`src/rtl/fetch_stage_if.sv`:
```
// Instruction-memory request/response bus between the fetch stage and imem.
// One outstanding request at a time: req/addr/ready form the request handshake,
// valid/data carry the response one or more cycles after acceptance.
interface fetch_stage_if #(
    parameter int ADDR_W = 32,
    parameter int DATA_W = 32
);
    logic              req;
    logic [ADDR_W-1:0] addr;
    logic              ready;
    logic              valid;
    logic [DATA_W-1:0] data;

    modport master (
        output req,
        output addr,
        input  ready,
        input  valid,
        input  data
    );

    modport slave (
        input  req,
        input  addr,
        output ready,
        output valid,
        output data
    );
endinterface

```
`src/rtl/fetch_stage.sv`:
```
// Instruction-fetch stage with IF/ID pipeline register.
// Owns the PC, keeps a single request in flight to a variable-latency memory,
// parks a returned instruction in a buffer while the hazard unit stalls,
// and flushes/redirects on a taken branch resolved in ID.
module fetch_stage #(
    parameter logic [31:0] RESET_PC = 32'h0,
    parameter int          ADDR_W   = 32,
    parameter int          DATA_W   = 32
) (
    input  logic              clk_i,
    input  logic              rst_i,
    input  logic              pcWrite_i,
    input  logic              IFIDWrite_i,
    input  logic              branch_i,
    input  logic [ADDR_W-1:0] branchTarget_i,
    fetch_stage_if.master     imem,
    output logic [ADDR_W-1:0] IFIDpc_o,
    output logic [DATA_W-1:0] IFIDinstr_o,
    output logic              IFIDvalid_o
);

    typedef enum logic [1:0] {
        S_REQ,
        S_WAIT,
        S_HOLD,
        S_DISCARD
    } state_t;

    state_t            state;
    state_t            next_state;
    logic [ADDR_W-1:0] pc;
    logic [ADDR_W-1:0] next_pc;
    logic [ADDR_W-1:0] pc_plus4;
    logic [DATA_W-1:0] buffer;
    logic [DATA_W-1:0] next_buffer;
    logic              deliver;
    logic [DATA_W-1:0] deliver_instr;
    logic              advance;
    logic              accept;

    // Both hazard controls must allow progress; either one alone is a stall.
    assign advance  = pcWrite_i && IFIDWrite_i;
    assign pc_plus4 = pc + ADDR_W'(4);

    // Requests only go out from REQ, never while reset is held.
    assign imem.req  = (state == S_REQ) && !rst_i;
    assign imem.addr = pc;
    assign accept    = imem.req && imem.ready;

    // State, PC and stall buffer registers.
    always_ff @(posedge clk_i) begin
        if (rst_i) begin
            state  <= S_REQ;
            pc     <= RESET_PC[ADDR_W-1:0];
            buffer <= '0;
        end else begin
            state  <= next_state;
            pc     <= next_pc;
            buffer <= next_buffer;
        end
    end

    // Next-state, PC redirect/increment, buffering and instruction delivery.
    always_comb begin
        next_state    = state;
        next_pc       = pc;
        next_buffer   = buffer;
        deliver       = 1'b0;
        deliver_instr = '0;
        unique case (state)
            S_REQ: begin
                if (branch_i) begin
                    next_pc = branchTarget_i;
                    if (accept) begin
                        next_state = S_DISCARD;
                    end
                end else if (accept) begin
                    next_state = S_WAIT;
                end
            end
            S_WAIT: begin
                if (imem.valid) begin
                    if (branch_i) begin
                        next_pc    = branchTarget_i;
                        next_state = S_REQ;
                    end else if (advance) begin
                        deliver       = 1'b1;
                        deliver_instr = imem.data;
                        next_pc       = pc_plus4;
                        next_state    = S_REQ;
                    end else begin
                        next_buffer = imem.data;
                        next_state  = S_HOLD;
                    end
                end else if (branch_i) begin
                    next_pc    = branchTarget_i;
                    next_state = S_DISCARD;
                end
            end
            S_HOLD: begin
                if (branch_i) begin
                    next_pc    = branchTarget_i;
                    next_state = S_REQ;
                end else if (advance) begin
                    deliver       = 1'b1;
                    deliver_instr = buffer;
                    next_pc       = pc_plus4;
                    next_state    = S_REQ;
                end
            end
            S_DISCARD: begin
                if (branch_i) begin
                    next_pc = branchTarget_i;
                end
                if (imem.valid) begin
                    next_state = S_REQ;
                end
            end
            default: begin
                next_state = S_REQ;
            end
        endcase
    end

    // IF/ID register: flush beats stall, stall beats load, otherwise a bubble.
    always_ff @(posedge clk_i) begin
        if (rst_i) begin
            IFIDpc_o    <= '0;
            IFIDinstr_o <= '0;
            IFIDvalid_o <= 1'b0;
        end else if (branch_i) begin
            IFIDinstr_o <= '0;
            IFIDvalid_o <= 1'b0;
        end else if (IFIDWrite_i) begin
            if (deliver) begin
                IFIDpc_o    <= pc_plus4;
                IFIDinstr_o <= deliver_instr;
                IFIDvalid_o <= 1'b1;
            end else begin
                IFIDinstr_o <= '0;
                IFIDvalid_o <= 1'b0;
            end
        end
    end

endmodule

```
`src/flat_wrapper.sv`:
```
// flat-port wrapper written by rule: the top's interface ports become plain ports
module fetch_stage_flat 
#(
    parameter logic [31:0] RESET_PC = 32'h0,
    parameter int          ADDR_W   = 32,
    parameter int          DATA_W   = 32
)
  (clk_i, rst_i, pcWrite_i, IFIDWrite_i, branch_i, branchTarget_i, IFIDpc_o, IFIDinstr_o, IFIDvalid_o, imem_req, imem_addr, imem_ready, imem_valid, imem_data);
  fetch_stage_if #(.ADDR_W(ADDR_W), .DATA_W(DATA_W)) imem_i ();
  input  logic clk_i;
  input  logic rst_i;
  input  logic pcWrite_i;
  input  logic IFIDWrite_i;
  input  logic branch_i;
  input  logic [ADDR_W-1:0] branchTarget_i;
  output logic [ADDR_W-1:0] IFIDpc_o;
  output logic [DATA_W-1:0] IFIDinstr_o;
  output logic IFIDvalid_o;
  output wire logic [$bits(imem_i.req)-1:0] imem_req;
  output wire logic [$bits(imem_i.addr)-1:0] imem_addr;
  input wire logic [$bits(imem_i.ready)-1:0] imem_ready;
  input wire logic [$bits(imem_i.valid)-1:0] imem_valid;
  input wire logic [$bits(imem_i.data)-1:0] imem_data;
  assign imem_req = imem_i.req;
  assign imem_addr = imem_i.addr;
  assign imem_i.ready = imem_ready;
  assign imem_i.valid = imem_valid;
  assign imem_i.data = imem_data;
  fetch_stage #(.RESET_PC(RESET_PC), .ADDR_W(ADDR_W), .DATA_W(DATA_W)) u_core (.clk_i(clk_i), .rst_i(rst_i), .pcWrite_i(pcWrite_i), .IFIDWrite_i(IFIDWrite_i), .branch_i(branch_i), .branchTarget_i(branchTarget_i), .imem(imem_i), .IFIDpc_o(IFIDpc_o), .IFIDinstr_o(IFIDinstr_o), .IFIDvalid_o(IFIDvalid_o));
endmodule
```
`config.mk`:
```
export PLATFORM = sky130hd
export DESIGN_NAME = fetch_stage_flat
export DESIGN_NICKNAME = d
export VERILOG_FILES = /design/src/rtl/fetch_stage_if.sv /design/src/rtl/fetch_stage.sv /design/src/flat_wrapper.sv
export SDC_FILE = /design/constraint.sdc
export NUM_CORES = 1
export LEC_CHECK = 0
export CORE_MARGIN = 2
export CORE_UTILIZATION = 35
export CTS_CLUSTER_SIZE = 14
export DETAILED_ROUTE_END_ITERATION = 7
export PLACE_DENSITY = 0.65
export SYNTH_ARGS = -nofsm -noshare
export SYNTH_HDL_FRONTEND = slang
export SYNTH_SLANG_ARGS = --single-unit
```
`constraint.sdc`:
```
create_clock -name clk_i -period 6.04 [get_ports clk_i]
set_input_delay 0.604 -clock clk_i [delete_from_list [all_inputs] [get_ports clk_i]]
set_output_delay 0.604 -clock clk_i [all_outputs]
set_load 0.02 [all_outputs]
```
==> implementation parameters, run 1 <==
Parameter                              Value

Status
  Outcome ... finished clean

Clock network
  Deepest level of the CTS H-tree ... 4
  Clock slew seen by the registers of the worst setup and hold paths ... 0.06 ns
  TritonCTS clock tree ... yes
  Worst-Skew Late Latency ... 0.42 ns
  CTS Buf Count ... 17
  Total setup buffers inserted after CTS ... 0
  CTS-repair resized insts ... 0
  Master cell of the clock root buffer ... sky130_fd_sc_hd__clkbuf_16
  CTS Sinks ... 131
  Clock Tree Buf Depth ... 2
  Hold-fix buffers, CTS ... 0

Timing
  Total count of hold-check failures in the final report ... 0
  Period utilization ... a little over half
  Total Negative Setup Slacks ... 0 ns
  Number of max-slew violations in the final report ... 0
  RSZ-0062 raised after global routing ... no
  Number of setup violations in the final report ... 0
  Post-route worst setup slack ... 2.79 ns
  Post-layout minimum cycle time ... 3.25 ns
  Clock Skew ... between 0.006 and 0.007 ns
  Worst slew pin tran ... between 1 and 1.5 ns
  Highest achievable clock rate ... between 300 and 400 MHz
  Worst slew margin relative to its limit ... 21.7%

Yosys
  Yosys cell types ... 49
  Cell taking the most area after synthesis ... sky130_fd_sc_hd__dfxtp_1
  Leading cell types by total area after synthesis ... sky130_fd_sc_hd__dfxtp_1 (42%), sky130_fd_sc_hd__nand2_1 (5.9%), sky130_fd_sc_hd__nor2_1 (5.5%), sky130_fd_sc_hd__a22oi_1 (5.2%), sky130_fd_sc_hd__a22o_1 (4.5%)
  Net count after synthesis ... roughly 830
  Avg Inst Size Synth ... 8.27 µm²
  XOR/XNOR share of the synthesized area ... 4.21%
  Synthesized instance count ... 754
  Top-count cell post-synth ... sky130_fd_sc_hd__dfxtp_1
  Post-synth EDFFs ... 0
  Synthesized flop and latch total ... 131
  Adder and majority gate portion of the synthesized area ... 1.20%
  Basic-gate share of the synthesized area counting and, or, nand and nor cells ... approximately 20%
  Synthesized cell area ... 6240 µm²
  Share of cell area taken by muxes after synthesis ... between 2 and 2.5%
  Top FF cell, synth ... sky130_fd_sc_hd__dfxtp_1
  Synth async-reset ratio ... 0%
  Post-synthesis compound-gate area fraction ... 25.1%
  Yosys warning total ... 0
  Cell types with the highest counts after synthesis ... sky130_fd_sc_hd__dfxtp_1 (131), sky130_fd_sc_hd__nand2_1 (98), sky130_fd_sc_hd__nor2_1 (92)
  Share of Yosys cell area claimed by the top area cell type ... 42.0%
  Dominant combinational cell family by area after synthesis ... compound AO/OA/AOI/OAI gates
  Part of the Yosys area used for sequential elements ... 42.0%

GRT
  Global-route wire length before repair ... 30.7 mm
  Remaining Overflow, GRT ... 0
  Vias in the first global route ... 5,606
  Largest net degree at the start of global routing ... approximately 70
  Overall track demand over capacity in global routing ... a little over a fifth
  Antenna violations before repair ... 1

Detailed routing
  Routed via count ... 6,043
  Post-detailed-route count of antenna-violating nets ... 0
  Vias/cell ... 5.41
  Routed wire length per instance ... 17.6 µm
  Iteration-0 DRC count of the detailed router ... 542
  # DRC ... 0
  Detailed-routing iteration count for the pre-antenna-repair pass ... 6
  Total wire length after detailed routing ... roughly 20 mm

Floorplan
  X dimension of the die ... 137 µm
  Site Rows ... 48
  Full die area ... 18,900 µm²
  Height of the chip ... 137 µm
  Starting Density ... 35.9%
  Placeable Area ... 17,400 µm²
  Number of placed I/O pins ... 169

Placed design
  Post-detailed-placement half-perimeter wirelength ... 13.2 mm
  Number of port buffers ... between 150 and 200
  Setup slack after placement ... about 2.4 ns
  Gp weighted congestion ... 0.910

Worst setup path
  Largest fanout on the critical path ... 56
  Worst-path cell chain ... clkdlybuf4s50_1 -> and2_1 -> nand2b_1 -> nor2_4 -> buf_12 -> nor2_1 -> a311oi_1
  Data arrival time at the worst-slack endpoint ... 3.58 ns
  Startpoint type of the worst setup path ... input pin
  Crit path capture type ... flip-flop
  CP max stage delay ... 0.82 ns
  Data required time of the worst path ... approximately 6.4 ns
  Slowest stage cell on the critical path ... sky130_fd_sc_hd__nor2_4
  Crit Path Class ... input pin to flip-flop

Layout
  Fraction of final layout cells sized beyond drive strength 1 ... 6.17%
  Net count of the finished layout ... 955
  Layout overhead on the synthesized area ... 37.6%

Pwr
  P per Cell Area ... around 340 nW/µm²
  Leakage power total ... 2.79 nW
  Largest voltage drop on the vdd net ... 0.260 mV

Flow run
  Max-capacitance violation count ... 0

Min path
  Hold WC Path Type ... flip-flop to flip-flop
layout by cell type (no fill, tap or decap), types with 10 or more instances in the layout:
cell	n
sky130_fd_sc_hd__a22oi_1	43
sky130_fd_sc_hd__inv_1	10
sky130_fd_sc_hd__nor2_1	91
sky130_fd_sc_hd__nand2_1	98
sky130_fd_sc_hd__a211oi_1	32
sky130_fd_sc_hd__o21ai_0	17
sky130_fd_sc_hd__mux2i_1	11
sky130_fd_sc_hd__nand3_1	14
sky130_fd_sc_hd__clkdlybuf4s50_1	166
sky130_fd_sc_hd__clkbuf_16	17
sky130_fd_sc_hd__a21oi_1	55
sky130_fd_sc_hd__nand4_1	11
sky130_fd_sc_hd__xnor2_1	14
sky130_fd_sc_hd__nor3_1	11
sky130_fd_sc_hd__a22o_1	32
sky130_fd_sc_hd__xor2_1	16
sky130_fd_sc_hd__dfxtp_1	131
logic make-up (layout without fill, tap and decap cells):
family,count (synthesis),count (layout)
AND/OR/NAND/NOR,269,269
flip-flops,131,131
other,0,1
multiplexers,15,15
buffers and inverters,80,217
XOR/XNOR,30,30
adder cells (fa/ha/maj),6,6
AO/OA/AOI/OAI,223,223
path summary, 6_finish.rpt:
check                   start                   to  slack [ns]  cells after the start
max               IFIDWrite_i  u_core.IFIDpc_o[29]        2.79                      7
min          u_core.buffer[0]     u_core.buffer[0]        0.45                      2
max reg2reg   u_core.state[1]  u_core.IFIDpc_o[29]        2.95                      9
min reg2reg  u_core.buffer[0]     u_core.buffer[0]        0.45                      2
critical path: cells and delay by family:
family	cells	cell delay, ns
and+or+nand+nor	4	1.88
buffers and inverters	2	0.84
AOI/OAI and AO/OA	1	0.23
flip-flops by register name, indices dropped and copies added (netlist names):
| name | flops |
|---|---|
| u_core.IFIDinstr_o | 32 |
| u_core.IFIDpc_o | 32 |
| u_core.IFIDvalid_o | 1 |
| u_core.buffer | 32 |
| u_core.imem.addr | 32 |
| u_core.state | 2 |
per-layer routing:
layer  global-route usage (%)  wire length (µm)  vias to the layer above
met2                     32.4              9050                      177
met4                     8.19               467                        0
met3                     5.30              1250                       35
met1                     28.3              8910                     2871
met5                        0                 0                        -
li1                         -                 -                     2960
area by class of cell:
| cell class | instances | area (µm²) |
|---|---|---|
| clock inverter | 13 | 161 |
| timing repair buffer | 175 | 1740 |
| sequential | 131 | 2620 |
| antenna | 1 | 2.50 |
| clock buffer | 19 | 433 |
| multi-input combinational | 543 | 3300 |
| fill | 1674 | 8780 |
| inverter | 10 | 37.5 |
| tap | 225 | 282 |
power by group:
group	leakage (nW)	internal [mW]	total (mW)	switching (mW)
clock network	0.279	0.647	1.04	0.397
registers	1.06	0.937	1.04	0.0997
logic	1.45	0.343	0.863	0.520
total	2.79	1.93	2.94	1.02
per-stage QoR:
stage               instance area (µm²)  std cells  hold WS [ns]  power, mW  utilization [%]
floorplan                          6240        754         0.437       1.58                -
global placement                   7980       1084         0.442       1.91             46.0
detailed placement                 7980       1084         0.447       1.92             46.0
CTS                                8580       1116         0.454       2.96             49.4
global route                       8580       1117         0.468       3.09             49.4
finish                             8580       1117         0.454       2.94             49.4
No activity file was read; power rests on OpenSTA's default activity.
==> run 2: changes to the inputs <==
==> constraint.sdc (replaced) <==
create_clock -name clk_i -period 3.35 [get_ports clk_i]
set_input_delay 0.335 -clock clk_i [delete_from_list [all_inputs] [get_ports clk_i]]
set_output_delay 0.335 -clock clk_i [all_outputs]
set_load 0.02 [all_outputs]
==> run 2 against run 1 <==
  * Highest routed layer unchanged
  * Via count is 0.12% higher
  * Largest power group unchanged
  * Critical path depth is 1 lower
  * Count of clock-buffer cells in the layout is 1 lower
  * First-iteration DRC count is 3.3% lower
==> implementation parameters, run 2 (synthesized netlist as in run 1, its figures left out) <==
Parameter                              Value

Worst setup path
  Data required time of the worst path ... 3.69 ns (-2.68 ns)
  Launch instance of the worst register-to-register path ... u_core.imem.addr[2]
  Largest fanout on the critical path ... 8 (-86%)
  Startpoint type of the worst setup path ... flip-flop
  Crit path capture type ... flip-flop
  Data arrival time at the worst-slack endpoint ... 2.84 ns (-0.74 ns)
  CP startpoint ... u_core.imem.addr[2]
  Crit Path Class ... flip-flop to flip-flop

Clock network
  Deepest level of the CTS H-tree ... 4 (unchanged)
  Total setup buffers inserted after CTS ... 0 (unchanged)
  Master cell of the clock root buffer ... sky130_fd_sc_hd__clkbuf_16
  Clock Tree Buf Depth ... 2 (unchanged)
  CTS-repair resized insts ... 0 (unchanged)
  Clock slew seen by the registers of the worst setup and hold paths ... 0.06 ns (about the same)
  CTS Sinks ... 131 (unchanged)
  CTS Buf Count ... 17 (unchanged)
  TritonCTS clock tree ... yes
  Worst-Skew Late Latency ... 0.42 ns (about the same)
  Hold-fix buffers, CTS ... 0 (unchanged)

Pwr
  Largest voltage drop on the vdd net ... 0.373 mV (+43%)
  Sw Pwr ... 1.83 mW (+79%)
  P per Cell Area ... 609 nW/µm² (+78%)
  Power share of the clock group ... 34.4% (-1.1 points)
  Proportion of power drawn by combinational gates ... 29.9% (+0.6 points)
  Switching part of the total ... 34.9% (+0.33 points)
  Leakage power total ... 2.82 nW (+0.80%)
  Cell-internal power ... 3.41 mW (+77%)
  Flop pwr share ... 35.7% (+0.5 points)

Timing
  Number of max-slew violations in the final report ... 0 (unchanged)
  Highest achievable clock rate ... 399 MHz
  Total Negative Setup Slacks ... 0 ns (unchanged)
  Post-layout minimum cycle time ... about 2.5 ns
  Worst slew pin tran ... 1.07 ns (-0.0985 ns)
  Worst slew margin relative to its limit ... 28.4% (+6.7 points)
  Clock Skew ... 0.00695 ns (+0.000663 ns)
  Total count of hold-check failures in the final report ... 0 (unchanged)
  Number of setup violations in the final report ... 0 (unchanged)
  RSZ-0062 raised after global routing ... no
  Post-route worst setup slack ... 0.846 ns (-1.95 ns)
  Period utilization ... 74.7%

Flow run
  Max-capacitance violation count ... 0 (unchanged)

Layout
  Most common cell after layout, fill and taps aside ... sky130_fd_sc_hd__clkdlybuf4s50_1
  Count of antenna diodes in the layout ... 0 (-1)
  Net count of the finished layout ... 961 (+0.63%)
  Fraction of final layout cells sized beyond drive strength 1 ... 6.91% (+0.74 points)
  Multi-input logic area ... 3300 µm² (unchanged)
  Top library cells by usage in the layout, fill and taps aside ... sky130_fd_sc_hd__clkdlybuf4s50_1 (166), sky130_fd_sc_hd__dfxtp_1 (131), sky130_fd_sc_hd__nand2_1 (98)
  Fillcell total ... 1,654 (-1.2%)
  Register cell area after layout ... 2620 µm² (unchanged)
  Layout overhead on the synthesized area ... 37.6% (about the same)

Detailed routing
  Routed wire length per instance ... 17.3 µm (-1.5%)
  Top sig layer ... met4
  Routed met3 length ... 1.36 mm (+8.7%)
  Met2 wire length ... 8.83 mm (-2.3%)
  Total wire length after detailed routing ... 19.5 mm (-1.1%)
  Vias/cell ... 5.39 (-0.33%)
  Detailed-routing iteration count for the pre-antenna-repair pass ... 5 (-1)
  Routed metal-1 wirelength ... 8.86 mm (-0.56%)
  Routed via count ... 6,050 (+0.12%)
  Iteration-0 DRC count of the detailed router ... 524 (-3.3%)
  # DRC ... 0 (unchanged)
  Post-detailed-route count of antenna-violating nets ... 0 (unchanged)

GRT
  Antenna violations before repair ... 0 (-1)
  Largest net degree at the start of global routing ... 56 (-21%)
  Remaining Overflow, GRT ... 0 (unchanged)
  Vias in the first global route ... 5,672 (+1.2%)
  Overall track demand over capacity in global routing ... 20.9% (-0.18 points)
  Global-route wire length before repair ... 30.5 mm (-0.90%)

Floorplan
  Number of placed I/O pins ... 169 (unchanged)
  Placeable Area ... 17,400 µm² (unchanged)
  Site Rows ... 48 (unchanged)
  Height of the chip ... 137 µm (unchanged)
  X dimension of the die ... 137 µm (unchanged)
  Full die area ... 18,900 µm² (unchanged)
  Starting Density ... 35.9% (unchanged)

Placed design
  Gp weighted congestion ... 0.898 (-1.2%)
  Number of port buffers ... 168 (unchanged)
  Post-detailed-placement half-perimeter wirelength ... 13.2 mm (+0.10%)
  Setup slack after placement ... 0.841 ns (-1.52 ns)

Status
  Outcome ... finished clean

Min path
  Hold WC Path Type ... input pin to flip-flop
  Min-delay src ... rst_i
-- run 2: area by class of cell --
class	count	share of cell area, %
well taps	225	3.28
multi-input cells	543	38.5
flip-flops and latches	131	30.6
inverters	10	0.437
repair buffers	181	20.6
clock buffers	18	5.00
clock inverters	14	1.62
-- run 2: layer usage --
| layer | vias to the layer above | track usage [%] |
|---|---|---|
| met5 | - | 0 |
| met4 | 0 | 8.19 |
| met3 | 25 | 4.42 |
| met2 | 231 | 32.0 |
| met1 | 2818 | 28.6 |
| li1 | 2976 | - |
-- run 2: per-stage QoR --
stage | total power [mW] | cells | hold slack (ns) | area [µm²] | util, %
after detailed placement | 3.45 | 1090 | 0.447 | 8020 | 46.2
final | 5.23 | 1122 | 0.368 | 8580 | 49.5
after CTS | 5.27 | 1122 | 0.351 | 8580 | 49.5
after global placement | 3.44 | 1090 | 0.442 | 8020 | 46.2
after floorplan | 2.85 | 754 | 0.437 | 6240 | -
after global routing | 5.50 | 1122 | 0.386 | 8580 | 49.5
-- run 2: final timing paths --
| kind | end | slack (ns) | cells after the start |
|---|---|---|---|
| worst min register to register | u_core.buffer[22] | 0.46 | 2 |
| worst max-delay path | u_core.imem.addr[30] | 0.85 | 6 |
| worst max register to register | u_core.imem.addr[30] | 0.85 | 6 |
| worst min-delay path | u_core.IFIDpc_o[0] | 0.37 | 2 |
-- run 2: worst max-delay path, stage by stage, from the launching register on --
cell                       delay (ns)
sky130_fd_sc_hd__dfxtp_1         0.45
sky130_fd_sc_hd__ha_1            0.33
sky130_fd_sc_hd__nand3_1         0.20
sky130_fd_sc_hd__nor4_4          0.54
sky130_fd_sc_hd__nand4_1         0.29
sky130_fd_sc_hd__or3_1           0.37
sky130_fd_sc_hd__a311oi_1        0.23
-- run 2: power by group through the flow --
| stage | combinational (mW) | clock [mW] | sequential (mW) |
|---|---|---|---|
| after floorplan | 0.918 | 0 | 1.93 |
| after global placement | 1.55 | 0 | 1.89 |
| final | 1.57 | 1.80 | 1.87 |
| after CTS | 1.57 | 1.84 | 1.86 |
| after detailed placement | 1.56 | 0 | 1.89 |
| after global routing | 1.72 | 1.90 | 1.89 |
